$ cat src/rtl/score_display_pkg.sv
// Shared constants, FSM states and BCD-to-segment patterns for score_display.
// Segment bit order: bit0=a .. bit6=g. Patterns are active-low.
package score_display_pkg;

    localparam logic [6:0] SEG_BLANK = 7'h7F;
    localparam logic [6:0] SEG_DASH  = 7'h3F;

    typedef enum logic [1:0] {
        IDLE,
        SHIFT,
        UPDATE
    } state_t;

    // Out-of-range nibbles go dark rather than showing a bogus glyph
    function automatic logic [6:0] bcd_to_seg(input logic [3:0] bcd);
        case (bcd)
            4'd0:    return 7'h40;
            4'd1:    return 7'h79;
            4'd2:    return 7'h24;
            4'd3:    return 7'h30;
            4'd4:    return 7'h19;
            4'd5:    return 7'h12;
            4'd6:    return 7'h02;
            4'd7:    return 7'h78;
            4'd8:    return 7'h00;
            4'd9:    return 7'h10;
            default: return SEG_BLANK;
        endcase
    endfunction

endpackage

$ cat src/rtl/score_display_digit_encoder.sv
// One decimal digit: 4-bit BCD plus blank flag to active-low seven-segment pattern.
module seg7_digit_encoder
    import score_display_pkg::*;
(
    input  logic [3:0] i_bcd,
    input  logic       i_blank,
    output logic [6:0] o_seg_c
);

    assign o_seg_c = i_blank ? SEG_BLANK : bcd_to_seg(i_bcd);

endmodule

$ cat src/rtl/score_display.sv
// Binary score to multi-digit HEX display driver using a serial double-dabble converter.
// Optional macro LZ_BLANK_EN: blank leading zero digits (digit 0 always shown).
module score_display
    import score_display_pkg::*;
#(
    parameter int unsigned NUM_DIGITS = 4,
    parameter int unsigned BIN_WIDTH  = 14
) (
    input  logic                    clk,
    input  logic                    rst,
    input  logic                    load,
    input  logic [BIN_WIDTH-1:0]    value,
    output logic                    busy,
    output logic                    done,
    output logic                    overflow,
    output logic [7*NUM_DIGITS-1:0] hex
);

    localparam int unsigned BCD_W = 4 * NUM_DIGITS;
    localparam int unsigned HEX_W = 7 * NUM_DIGITS;
    localparam int unsigned CNT_W = $clog2(BIN_WIDTH + 1);

    state_t               r_state;
    logic [BIN_WIDTH-1:0] r_shift;
    logic [BCD_W-1:0]     r_bcd;
    logic [CNT_W-1:0]     r_cnt;
    logic                 r_sticky;
    logic                 r_busy;
    logic                 r_done;
    logic                 r_overflow;
    logic [HEX_W-1:0]     r_hex;

    state_t               w_state_nxt;
    logic [BIN_WIDTH-1:0] w_shift_nxt;
    logic [BCD_W-1:0]     w_bcd_nxt;
    logic [CNT_W-1:0]     w_cnt_nxt;
    logic                 w_sticky_nxt;
    logic                 w_busy_nxt;
    logic                 w_done_nxt;
    logic                 w_ovf_nxt;
    logic [HEX_W-1:0]     w_hex_nxt;

    logic [BCD_W-1:0]      w_adj;
    logic                  w_top_carry;
    logic [NUM_DIGITS-1:0] w_blank;
    logic [HEX_W-1:0]      w_seg;

    // Add-3 correction per nibble and segment encoding per digit
    for (genvar k = 0; k < int'(NUM_DIGITS); k++) begin : g_digit
        assign w_adj[4*k +: 4] = (r_bcd[4*k +: 4] >= 4'd5) ? r_bcd[4*k +: 4] + 4'd3
                                                           : r_bcd[4*k +: 4];

        seg7_digit_encoder u_enc (
            .i_bcd   (r_bcd[4*k +: 4]),
            .i_blank (w_blank[k]),
            .o_seg_c (w_seg[7*k +: 7])
        );
    end

    // A top nibble of 13..15 would carry out of the add-3; only reachable once already overflowed
    assign w_top_carry = (r_bcd[BCD_W-1 -: 4] >= 4'd13);

    always_comb begin
        logic seen_nz;
        w_blank = '0;
        seen_nz = 1'b0;
`ifdef LZ_BLANK_EN
        for (int k = int'(NUM_DIGITS) - 1; k > 0; k--) begin
            if (r_bcd[4*k +: 4] != 4'd0) begin
                seen_nz = 1'b1;
            end
            w_blank[k] = ~seen_nz;
        end
`endif
    end

    always_comb begin
        w_state_nxt  = r_state;
        w_shift_nxt  = r_shift;
        w_bcd_nxt    = r_bcd;
        w_cnt_nxt    = r_cnt;
        w_sticky_nxt = r_sticky;
        w_hex_nxt    = r_hex;
        w_ovf_nxt    = r_overflow;
        w_done_nxt   = 1'b0;

        case (r_state)
            IDLE: begin
                if (load) begin
                    w_shift_nxt  = value;
                    w_bcd_nxt    = '0;
                    w_sticky_nxt = 1'b0;
                    w_cnt_nxt    = CNT_W'(BIN_WIDTH);
                    w_state_nxt  = SHIFT;
                end
            end
            SHIFT: begin
                w_bcd_nxt   = {w_adj[BCD_W-2:0], r_shift[BIN_WIDTH-1]};
                w_shift_nxt = r_shift << 1;
                if (w_adj[BCD_W-1] || w_top_carry) begin
                    w_sticky_nxt = 1'b1;
                end
                w_cnt_nxt = r_cnt - CNT_W'(1);
                if (r_cnt == CNT_W'(1)) begin
                    w_state_nxt = UPDATE;
                end
            end
            UPDATE: begin
                w_hex_nxt   = r_sticky ? {NUM_DIGITS{SEG_DASH}} : w_seg;
                w_ovf_nxt   = r_sticky;
                w_done_nxt  = 1'b1;
                w_state_nxt = IDLE;
            end
            default: begin
                w_state_nxt = IDLE;
            end
        endcase

        w_busy_nxt = (w_state_nxt != IDLE);
    end

    always_ff @(posedge clk) begin
        if (rst) begin
            r_state    <= IDLE;
            r_shift    <= '0;
            r_bcd      <= '0;
            r_cnt      <= '0;
            r_sticky   <= 1'b0;
            r_busy     <= 1'b0;
            r_done     <= 1'b0;
            r_overflow <= 1'b0;
            r_hex      <= {NUM_DIGITS{SEG_BLANK}};
        end else begin
            r_state    <= w_state_nxt;
            r_shift    <= w_shift_nxt;
            r_bcd      <= w_bcd_nxt;
            r_cnt      <= w_cnt_nxt;
            r_sticky   <= w_sticky_nxt;
            r_busy     <= w_busy_nxt;
            r_done     <= w_done_nxt;
            r_overflow <= w_ovf_nxt;
            r_hex      <= w_hex_nxt;
        end
    end

    assign busy     = r_busy;
    assign done     = r_done;
    assign overflow = r_overflow;
    assign hex      = r_hex;

endmodule

$ cat config.mk
export PLATFORM = sky130hd
export DESIGN_NAME = score_display
export DESIGN_NICKNAME = d
export VERILOG_FILES = /design/src/rtl/score_display_pkg.sv /design/src/rtl/score_display_digit_encoder.sv /design/src/rtl/score_display.sv
export SDC_FILE = /design/constraint.sdc
export NUM_CORES = 1
export LEC_CHECK = 0
export CAP_MARGIN = 20
export CORE_ASPECT_RATIO = 0.75
export CORE_UTILIZATION = 25
export DETAILED_ROUTE_END_ITERATION = 10
export PLACE_DENSITY = 0.48
export SLEW_MARGIN = 20
export SYNTH_ARGS = -nofsm -noshare
export SYNTH_HDL_FRONTEND = slang
export SYNTH_SLANG_ARGS = --single-unit
$ cat constraint.sdc
create_clock -name clk -period 5.1 [get_ports clk]
set_clock_uncertainty 0.2 [all_clocks]
set_input_delay 0.765 -clock clk [delete_from_list [all_inputs] [get_ports clk]]
set_output_delay 0.765 -clock clk [all_outputs]
set_load 0.01 [all_outputs]
After elaboration in Yosys (flattened, before gate mapping)
Memory sizes are Yosys's and may differ from the RTL's. A register that Yosys moved wholly into a read port is not among the register bits.
Index checks and enable logic that the tools add are counted.

storage, ports and cells
  flip-flop bits (word level) = 68
  input port bits = 17
  word-level logic and storage cells = 60
  bits in read-only memories = 448
  memories kept = 4
  output and inout bits = 31

operators by class
  mux-type cells = 26
  reductions and logical operators = 6
  $add $sub $neg = 5
  eq/ne operators = 5
  $lt $le $gt $ge = 5

memories
  name             depth  width  read ports  clocked after memory_dff  wr ports  line                     text
  (no name shown)  16     7      1           1                         0         score_display_pkg.sv:16  case (bcd)
  (no name shown)  16     7      1           1                         0         score_display_pkg.sv:16
  (no name shown)  16     7      1           1                         0         score_display_pkg.sv:16
  (no name shown)  16     7      1           1                         0         score_display_pkg.sv:16

operator list
  operator                                             number
  2-to-1 mux 4 bit                                     13
  one-hot mux 16 bit (2 select lines)                  1
  2-to-1 mux 28 bit                                    1
  one-hot mux 14 bit (2 select lines)                  1
  adder 4 x 2 -> 4 bit, second input constant          4
  >= comparator 4 x 3 -> 1 bit, second input constant  4
  2-to-1 mux 16 bit                                    1
  2-to-1 mux 14 bit                                    1
  one-hot mux 4 bit (2 select lines)                   1
  equality test 4 x 1 -> 1 bit, second input constant  1
  >= comparator 4 bit, second input constant           1
  2-to-1 mux 2 bit                                     2
  inequality test 2 bit, second input constant         2
  one-hot mux 2 bit (2 select lines)                   1
  nonzero test 2 bit                                   2
  subtractor 4 x 1 -> 4 bit, second input constant     1
  2-to-1 mux 1 bit                                     3
  AND reduction 3 bit                                  1
  equality test 2 x 1 -> 1 bit, second input constant  1
  equality test 2 bit, second input constant           1
  zero test 2 bit                                      1
  one-hot mux 1 bit (2 select lines)                   1
  AND reduction 2 bit                                  1
  logical OR 1 bit                                     1

Depth between registers and ports, before layout
Gate-level depths: netlist (run 1).

  depth in word-level cells = 5
  depth in mapped cells = 11

Modules after synthesis
Synthesis (run 1) repeated with hierarchy kept, for this count alone.

unflattened totals
  cells, all modules = 470
  area, all modules = 3,890.0 um^2

by module, submodules not included
  module                                      times used  sequential area each (um^2)  cells each  area each (um^2)
  score_display                               1           1,361.3                      336         2,931.6
  seg7_digit_encoder at g_digit[0].u_enc ...  3           0.0                          33          235.2
  seg7_digit_encoder at g_digit[2].u_enc      1           0.0                          35          252.7

Worst setup path before layout (run 1)
Ideal clock, no wire load.

  path kind = input to register
  from = input port load
  to = register, netlist name w_seg[21]
  path slack = 2,665 ps
  data arrival time = 2,104 ps
  setup time = 131 ps
  path buffers = 1
  stages on the path = 8
  cell sequence = o21ba_2 nor2_1 buf_4 a32oi_1 inv_1 ha_1 nor3_1 a211oi_1

between the ends
  word-level cells in the longest chain between the ends = 4

ends and longest elaborated chain
  what                                             line                 text
  start: declaration                               score_display.sv:11  input logic load,
  inequality test 2 bit (no source line)           --
  AND reduction 2 bit (no source line)             --
  2-to-1 mux 4 bit (no source line) (2 in series)  --

No other way between the ends.
A chain may end at the register's enable or synchronous reset.

Worst setup path after layout (run 1)
  from = input port rst
  to = register, netlist name w_seg[5]

between the ends
  word-level cells in the longest chain between the ends = 1

ends and longest elaborated chain
  what                               line                 text
  start: declaration                 score_display.sv:10  input logic rst,
  2-to-1 mux 4 bit (no source line)  --

No other way between the ends.

==> results of run 1 <==
## metal layers
metal,global-route usage (%),vias up,routed length (um)
met5,0,-,0
met2,18.7,72,4270
met4,3.17,0,49
li1,-,1808,-
met3,4.01,4,551
met1,16.8,1654,5530
## power by group through the flow
stage / logic (W) / registers (W) / clock network [W]
2_1_floorplan: 0.0000599 / 0.000796 / 0
3_5_place_dp: 0.000102 / 0.000799 / 0
3_3_place_gp: 0.0000996 / 0.000799 / 0
6_report: 0.000101 / 0.000782 / 0.000753
4_1_cts: 0.000103 / 0.000781 / 0.000784
5_1_grt: 0.000113 / 0.000784 / 0.000812
## final cells by class
| class | count | area [um2] | area share (%) |
|---|---|---|---|
| Clock buffer | 11 | 243 | 4.44 |
| Clock inverter | 5 | 88.8 | 1.62 |
| Inverter | 39 | 146 | 2.68 |
| Multi-Input combinational cell | 339 | 2230 | 40.8 |
| Sequential cell | 96 | 1920 | 35.1 |
| Tap cell | 236 | 295 | 5.40 |
| Timing Repair Buffer | 57 | 546 | 9.97 |
## state kept, by name, summed over array words and instances, names as in the netlist
signal	count
hex	28
r_shift	14
w_seg	28
r_sticky	1
r_bcd	16
overflow	1
r_state	2
busy	1
r_cnt	4
done	1
## critical path: cells and delay by family
| kind | cells | cell delay (ns) |
|---|---|---|
| adders and majority gates | 1 | 0.22 |
| and+or+nand+nor | 3 | 0.94 |
| buffers and inverters | 2 | 0.93 |
| AOI/OAI and AO/OA | 3 | 0.65 |
## cell families after synthesis
family / Yosys count / share of synthesized area (%)
flip-flops: 96 / 43.8
adder cells (fa/ha/maj): 31 / 8.85
buffers and inverters: 62 / 5.62
XOR/XNOR: 8 / 1.60
AND/OR/NAND/NOR: 173 / 19.1
multiplexers: 6 / 1.37
AO/OA/AOI/OAI: 121 / 19.6
## path summary, 6_finish.rpt
path | cells past startpoint | to
max | 9 | w_seg[5]$_DFF_P_
min | 2 | hex[16]$_SDFFE_PP1P_
max reg2reg | 7 | w_seg[3]$_DFF_P_
min reg2reg | 2 | hex[16]$_SDFFE_PP1P_
## per-stage QoR
stage	worst slack, ns	cell area [um2]	hold slack (ns)
after floorplan	2.67	4380	0.217
after global placement	1.42	5130	0.225
after detailed placement	1.30	5140	0.229
after CTS	1.67	5470	0.245
after global routing	1.44	5470	0.273
final	1.69	5470	0.239
## cell usage after synthesis (6+ instances only)
cell type and n:
a21oi_1 26, a222oi_1 6, a22o_1 8, a22oi_1 9, buf_2 8, clkbuf_1 11
dfxtp_1 96, ha_1 31, inv_1 37, mux2i_1 6, nand2_1 80, nand2b_1 8
nand3_1 30, nor2_1 21, nor2b_1 6, o21ai_0 24
==> flow_metrics.py, run 1 <==
metrics = {
    "grt": {
        "grt_pass1_vias": 3375,
        "grt_pass1_wl_um": 17300,
        "grt_antenna_before_repair": 0,
        "grt_max_degree": 30,
        "grt-ovfl-total": 0,
        "grt_use_total_pct": 12.3,
    },
    "run_status": {
        "status": "completed",
    },
    "floorplanning": {
        "start_util_pct": 25.8,
        "die_height_um": 117,
        "die_x_um": 155,
        "core-area_mm2": 0.0170,
        "dieArea_mm2": 0.0181,
        "row_count": 41,
        "io_pins": 48,
    },
    "synth": {
        "syn_area_per_cell_um2": 8.82,
        "yosys_most_used_dff": "dfxtp_1",
        "syn-num-nets": 545,
        "yosysTopAreaCellShare_pct": 43.8,
        "synthCells": 497,
        "synth_edf_count": 0,
        "synth_area_leaders": "dfxtp_1, ha_1, nand2_1, nand3_1, inv_1",
        "yosys_warnings": 0,
        "syn_area_mm2": 0.00438,
        "async_flop_share_pct": 0,
        "ys_types": 59,
        "ys_seq_elements": 96,
        "synth_top_area_cell": "dfxtp_1",
        "ys_seq_area_share_pct": 43.8,
    },
    "cts": {
        "cts_root_buf": "clkbuf_16",
        "path_clk_slew_ns": 0.07,
        "postCtsSetupBuffers": 0,
        "clock_latency_ns": 0.35,
        "cts_resized": 0,
        "cts_made_buffers": 9,
        "cts_tree": "built",
        "cts_hold_buf": 0,
        "clock_path_buffers": 2,
        "clkSinkCount": 96,
        "htree_levels": 3,
    },
    "power_and_ir_drop": {
        "p_switching_w": 0.000373,
        "internal_power_w": 0.00126,
        "clockPowerShare_pct": 46.0,
        "powerDensity_mw_per_mm2": 299,
        "p_sw_share_pct": 22.8,
        "combPwrFrac_pct": 6.2,
        "fin_total_pwr_w": 0.00164,
        "p_leak_nw": 2.39,
        "peakVddDrop_v": 0.000142,
        "power_frac_seq_pct": 47.8,
    },
    "critical_path": {
        "r2r_slack_ns": 2.08,
        "r2r_start": "r_state[1]$_SDFF_PP0_",
        "critPathKind": "in -> reg",
        "setup.worst_path.start": "rst",
        "crit_arrival_ns": 3.51,
        "cp.required_ns": 5.19,
        "worstSetupEndpointType": "register",
        "cp-start-kind": "input port",
        "worst_path_max_delay_cell": "clkdlybuf4s50_1",
        "cp_cell_sequence": "clkdlybuf4s50_1 > nor3b_4 > nand2_1 > o211ai_2 > inv_1 > ha_1 > nor2b_1 > o21ai_0 > o21a_1",
        "crit_fanout": 16,
        "critical_path.max_stage_delay_ns": 0.79,
    },
    "placement": {
        "gp_congestion": 0.822,
        "placed_cells_incl_taps": 767,
        "port_buffers": 47,
        "dp_hpwl_um": 7460,
    },
    "timing": {
        "slew_headroom_pct": 49.2,
        "fmax_mhz": 293,
        "slew_violations": 0,
        "fin_setup_tns_ns": 0,
        "min_period_ns": 3.41,
        "setup-violations-final": 0,
        "rsz0062_at_grt": "false",
        "hold_viol": 0,
        "fin_crit_sh_pct": 66.9,
        "worst_pin_slew_ns": 0.761,
    },
    "cells_and_area": {
        "layout_commonest_cell": "dfxtp_1",
        "nNetsFinal": 590,
        "area_growth_pct": 24.8,
        "diodes": 0,
        "layout_common_cells": "dfxtp_1, nand2_1, clkdlybuf4s50_1",
        "post-route-util_pct": 32.2,
        "drive_gt1_share_pct": 8.23,
        "final_cells": 783,
        "fillers": 1782,
    },
    "detailed_routing": {
        "vias": 3538,
        "routed_wl_um": 10400,
        "drc": 0,
        "ant_nets": 0,
        "dr.pass1.iters": 5,
        "drt_iter0_markers": 172,
        "viasPerCell": 4.52,
        "wl_per_cell_um": 13.3,
    },
    "flow_run": {
        "cap_viol_max_count": 0,
    },
    "hold_path": {
        "min-delay-start": "w_seg[16]$_DFF_P_",
        "min_path_type": "reg -> reg",
    },
}
Note: power is estimated with default switching activity, not from simulation.
==> inputs of run 2 (changes only) <==
==> constraint.sdc (replaced) <==
create_clock -name clk -period 3.2 [get_ports clk]
set_clock_uncertainty 0.2 [all_clocks]
set_input_delay 0.48 -clock clk [delete_from_list [all_inputs] [get_ports clk]]
set_output_delay 0.48 -clock clk [all_outputs]
set_load 0.01 [all_outputs]
==> run 2 against run 1 <==
Against the previous run: cell area up 0.85%; sequential share of layout area shrank 0.29 points; count of clock-buffer cells in the layout is the same; via count decreased by 0.54%; combinational power increased by 67%; sequential power is 59% higher; non-clock buffer count rose by 11; setup slack got worse by 1.3 ns; die area unchanged; utilization is 0.27 points higher; first-iteration DRC count up 6.4%; register-to-register slack got worse by 1.7 ns; highest routed layer unchanged.
==> flow_metrics.py, run 2 (synthesis results as in run 1) <==
metrics = {
    "run_status": {
        "status": "completed",
    },
    "timing": {
        "slew_headroom_pct": 56.4,
        "timing.final.ws_setup_ns": 0.411,
        "setup-violations-final": 0,
        "worst_pin_slew_ns": 0.651,
        "fin_crit_sh_pct": 87.2,
        "hold_viol": 0,
        "fmax_mhz": 359,
        "whs_ns": 0.239,
        "rsz0062_at_grt": "false",
        "slew_violations": 0,
        "fin_setup_tns_ns": 0,
        "min_period_ns": 2.79,
    },
    "detailed_routing": {
        "drc": 0,
        "viasPerCell": 4.43,
        "wl_per_cell_um": 13.1,
        "drt_iter0_markers": 183,
        "routed_wl_um": 10400,
        "dr.pass1.iters": 5,
        "ant_nets": 0,
        "vias": 3519,
    },
    "floorplanning": {
        "die_height_um": 117,
        "die_x_um": 155,
        "io_pins": 48,
        "row_count": 41,
        "core-area_mm2": 0.0170,
        "dieArea_mm2": 0.0181,
        "start_util_pct": 25.8,
    },
    "critical_path": {
        "cp_cell_sequence": "buf_4 > o21ba_2 > nor2_1 > buf_4 > a22oi_1 > inv_1 > ha_1 > nor3_1 > a311oi_1",
        "crit_fanout": 17,
        "cp-start-kind": "register",
        "worst_path_max_delay_cell": "dfxtp_1",
        "cpMostUsedCell": "buf_4",
        "critical_path.max_stage_delay_ns": 0.51,
        "critPathKind": "reg -> reg",
        "worstSetupEndpointType": "register",
        "crit_arrival_ns": 2.82,
        "cp.required_ns": 3.23,
    },
    "placement": {
        "dp_hpwl_um": 7390,
        "port_buffers": 47,
        "placed_cell_area_mm2": 0.00523,
        "gp_congestion": 0.813,
        "pre_cts_ws_ns": 0.0750,
    },
    "cts": {
        "path_clk_slew_ns": 0.07,
        "cts_tree": "built",
        "clkSinkCount": 96,
        "cts_made_buffers": 9,
        "postCtsSetupBuffers": 0,
        "cts_hold_buf": 0,
        "htree_levels": 3,
        "cts_resized": 0,
        "cts_root_buf": "clkbuf_16",
        "clock_latency_ns": 0.35,
        "clock_path_buffers": 2,
    },
    "cells_and_area": {
        "drive_gt1_share_pct": 10.2,
        "diodes": 0,
        "area_growth_pct": 25.8,
        "layout_commonest_cell": "dfxtp_1",
        "final_cell_area_mm2": 0.00552,
        "nNetsFinal": 601,
        "layout_common_cells": "dfxtp_1, nand2_1, clkdlybuf4s50_1",
    },
    "grt": {
        "grt_max_degree": 25,
        "grt_antenna_before_repair": 0,
        "grt_pass1_wl_um": 17000,
        "grt-ovfl-total": 0,
        "grt_pass1_vias": 3289,
        "grt_use_total_pct": 12.3,
    },
    "power_and_ir_drop": {
        "internal_power_w": 0.00188,
        "p_switching_w": 0.000596,
        "clockPowerShare_pct": 42.9,
        "p_leak_nw": 2.42,
        "p_sw_share_pct": 24.1,
        "powerDensity_mw_per_mm2": 448,
        "fin_total_pwr_w": 0.00247,
        "combPwrFrac_pct": 6.8,
        "peakVddDrop_v": 0.000197,
        "power_frac_seq_pct": 50.3,
    },
    "hold_path": {
        "min_path_type": "reg -> reg",
    },
    "flow_run": {
        "cap_viol_max_count": 0,
    },
}
## run 2: cell types whose count changed in the layout (fill, tap and decap cells not counted), sizes merged
cell	previous run	this run
clkinv	2	1
bufinv	2	0
clkinvlp	0	2
inv	40	41
buf	10	21
## run 2: final cells by class
| class | count | area (um2) |
|---|---|---|
| Multi-Input combinational cell | 339 | 2220 |
| Clock buffer | 11 | 253 |
| Tap cell | 236 | 295 |
| Inverter | 39 | 146 |
| Fill cell | 1779 | 11500 |
| Clock inverter | 5 | 37.5 |
| Sequential cell | 96 | 1920 |
| Timing Repair Buffer | 68 | 641 |
## run 2: metal layers
layer,share of wire (%),global-route usage [%]
met5,0,0
met4,1.1,4.09
met1,55,16.9
met3,4.4,4.16
met2,40,18.0
## run 2: power groups by stage
stage               combinational [W]  sequential (W)  clock [W]
CTS                          0.000171         0.00124    0.00111
floorplan                   0.0000955         0.00127          0
finish                       0.000169         0.00124    0.00106
global placement             0.000169         0.00127          0
global route                 0.000189         0.00125    0.00115
detailed placement           0.000171         0.00127          0
## run 2: critical path, delay by kind of cell (launching register included)
kind	cells	cell delay [ns]
AO/OA/AOI/OAI	3	0.75
adder cells (fa/ha/maj)	1	0.27
AND/OR/NAND/NOR	2	0.26
flip-flops	1	0.51
buffers and inverters	3	0.67
## run 2: metrics by stage
step | utilization (%) | std cells
floorplan | - | 497
global route | 32.5 | 794
detailed placement | 30.8 | 778
finish | 32.5 | 794
global placement | 30.8 | 778
CTS | 32.5 | 794
## run 2: path summary, 6_finish.rpt
kind                                       startpoint              endpoint  slack, ns  depth (start not counted)
worst max-delay path            r_state[0]$_SDFF_PP0_     w_seg[26]$_DFF_P_       0.41                          9
worst min-delay path                w_seg[16]$_DFF_P_  hex[16]$_SDFFE_PP1P_       0.24                          2
worst max register to register  r_state[0]$_SDFF_PP0_     w_seg[26]$_DFF_P_       0.41                          9
worst min register to register      w_seg[16]$_DFF_P_  hex[16]$_SDFFE_PP1P_       0.24                          2
==> inputs of run 3 (changes only) <==
--- a/config.mk
+++ b/config.mk
@@ -5,7 +5,7 @@
 export SDC_FILE = /design/constraint.sdc
 export NUM_CORES = 1
 export LEC_CHECK = 0
-export CAP_MARGIN = 20
+export CAP_MARGIN = 0
 export CORE_ASPECT_RATIO = 0.75
 export CORE_UTILIZATION = 25
 export DETAILED_ROUTE_END_ITERATION = 10
==> constraint.sdc (replaced) <==
create_clock -name clk -period 2.9 [get_ports clk]
set_clock_uncertainty 0.2 [all_clocks]
set_input_delay 0.435 -clock clk [delete_from_list [all_inputs] [get_ports clk]]
set_output_delay 0.435 -clock clk [all_outputs]
set_load 0.01 [all_outputs]
==> run 3 against run 2 <==
Against the previous run: utilization up 0.46 points; count of clock-buffer cells in the layout down 2; die area unchanged.
==> flow_metrics.py, run 3 (synthesis results as in run 1) <==
metrics = {
    "power_and_ir_drop": {
        "p_sw_share_pct": 23.5,
        "power_frac_seq_pct": 49.7,
        "peakVddDrop_v": 0.000240,
        "powerDensity_mw_per_mm2": 494,
        "internal_power_w": 0.00211,
        "p_switching_w": 0.000647,
        "clockPowerShare_pct": 43.2,
        "combPwrFrac_pct": 7.1,
        "p_leak_nw": 2.47,
    },
    "placement": {
        "pre_cts_ws_ns": -0.0370,
        "placed_cell_area_mm2": 0.00530,
        "gp_congestion": 0.800,
        "dp_hpwl_um": 7720,
        "port_buffers": 47,
    },
    "timing": {
        "whs_ns": 0.234,
        "fin_setup_tns_ns": 0,
        "timing.final.ws_setup_ns": 0.269,
        "slew_headroom_pct": 56.6,
        "rsz0062_at_grt": "false",
        "fin_crit_sh_pct": 90.7,
        "min_period_ns": 2.63,
        "setup-violations-final": 0,
        "worst_pin_slew_ns": 0.648,
        "hold_viol": 0,
        "fmax_mhz": 380,
        "slew_violations": 0,
    },
    "cts": {
        "cts_made_buffers": 9,
        "cts_hold_buf": 0,
        "clock_latency_ns": 0.35,
        "path_clk_slew_ns": 0.07,
        "cts_tree": "built",
        "clkSinkCount": 96,
        "cts_resized": 0,
        "postCtsSetupBuffers": 0,
        "clock_path_buffers": 2,
        "htree_levels": 3,
        "cts_root_buf": "clkbuf_16",
    },
    "detailed_routing": {
        "drc": 0,
        "wl_per_cell_um": 13.0,
        "viasPerCell": 4.47,
        "dr.pass1.iters": 5,
        "vias": 3591,
        "ant_nets": 0,
        "drt_iter0_markers": 185,
        "routed_wl_um": 10500,
    },
    "grt": {
        "gr-max-usage-layer": "met2",
        "grt-ovfl-total": 0,
        "grtUsageMet1_pct": 17.0,
        "grt_antenna_before_repair": 0,
        "grt_pass1_wl_um": 17400,
        "grt_max_degree": 30,
        "grt_pass1_vias": 3489,
        "gr-usage-met2_pct": 18.8,
        "use_met3_pct": 3.49,
        "grt_use_total_pct": 12.5,
    },
    "floorplanning": {
        "die_x_um": 155,
        "io_pins": 48,
        "dieArea_mm2": 0.0181,
        "die_height_um": 117,
        "start_util_pct": 25.8,
        "row_count": 41,
        "core-area_mm2": 0.0170,
    },
    "cells_and_area": {
        "final_cell_area_mm2": 0.00559,
        "drive_gt1_share_pct": 11.6,
        "nNetsFinal": 611,
        "post-route-util_pct": 32.9,
        "layout_common_cells": "dfxtp_1, nand2_1, clkdlybuf4s50_1",
        "area_growth_pct": 27.6,
        "layout_commonest_cell": "dfxtp_1",
        "diodes": 0,
    },
    "critical_path": {
        "setup.worst_path.start": "r_bcd[5]$_SDFFE_PP0N_",
        "r2r_cells": 10,
        "crit_arrival_ns": 2.71,
        "crit_end": "w_seg[12]$_DFF_P_",
        "worstSetupEndpointType": "register",
        "r2r_slack_ns": 0.27,
        "cp-start-kind": "register",
        "cp.required_ns": 2.98,
        "critPathKind": "reg -> reg",
        "crit_fanout": 4,
        "r2r_end": "w_seg[12]$_DFF_P_",
        "r2r_start": "r_bcd[5]$_SDFFE_PP0N_",
    },
    "hold_path": {
        "min_path_type": "reg -> reg",
        "holdPathStages": 2,
    },
    "flow_run": {
        "cap_viol_max_count": 0,
    },
    "run_status": {
        "status": "completed",
    },
}
run 3: power by group through the flow:
stage	clock, W	sequential [W]	combinational (W)
3_5_place_dp	0	0.00140	0.000198
4_1_cts	0.00124	0.00137	0.000199
5_1_grt	0.00129	0.00137	0.000219
6_report	0.00119	0.00137	0.000197
3_3_place_gp	0	0.00140	0.000196
2_1_floorplan	0	0.00140	0.000105
run 3: critical path, cell delays in order, from the launching register on:
cell and delay, ns:
dfxtp_1 0.37, inv_1 0.09, ha_1 0.17, nand2b_1 0.18
a2111oi_0 0.52, nor3_2 0.13, nor2_1 0.22, inv_1 0.11
ha_1 0.23, a22o_1 0.21, a21oi_1 0.13
run 3: worst min-delay path by stage:
stage	startpoint	to	slack [ns]
floorplan	w_seg[0]$_DFF_P_	hex[0]$_SDFFE_PP1P_	0.22
global placement	w_seg[16]$_DFF_P_	hex[16]$_SDFFE_PP1P_	0.22
detailed placement	w_seg[23]$_DFF_P_	hex[23]$_SDFFE_PP1P_	0.22
CTS	w_seg[23]$_DFF_P_	hex[23]$_SDFFE_PP1P_	0.24
global route	w_seg[2]$_DFF_P_	hex[2]$_SDFFE_PP1P_	0.26
finish	w_seg[2]$_DFF_P_	hex[2]$_SDFFE_PP1P_	0.23
run 3: metal layers:
layer,up-vias,share of wire [%]
li1,1850,-
met1,1661,53
met2,70,42
met3,10,4.0
met4,0,1.1
met5,-,0
run 3: per-stage QoR:
stage / power, W / std cells
after global routing: 0.00288 / 803
after floorplan: 0.00150 / 497
final: 0.00276 / 803
after global placement: 0.00160 / 788
after detailed placement: 0.00160 / 788
after CTS: 0.00281 / 803
run 3: final cells by class:
type                       instances  area [um2]
clock buffer                       9         225
clock inverter                     6        67.6
fill                            1763       11400
inverter                          39         146
multi-input combinational        339        2220
sequential                        96        1920
tap                              236         295
timing repair buffer              78         716
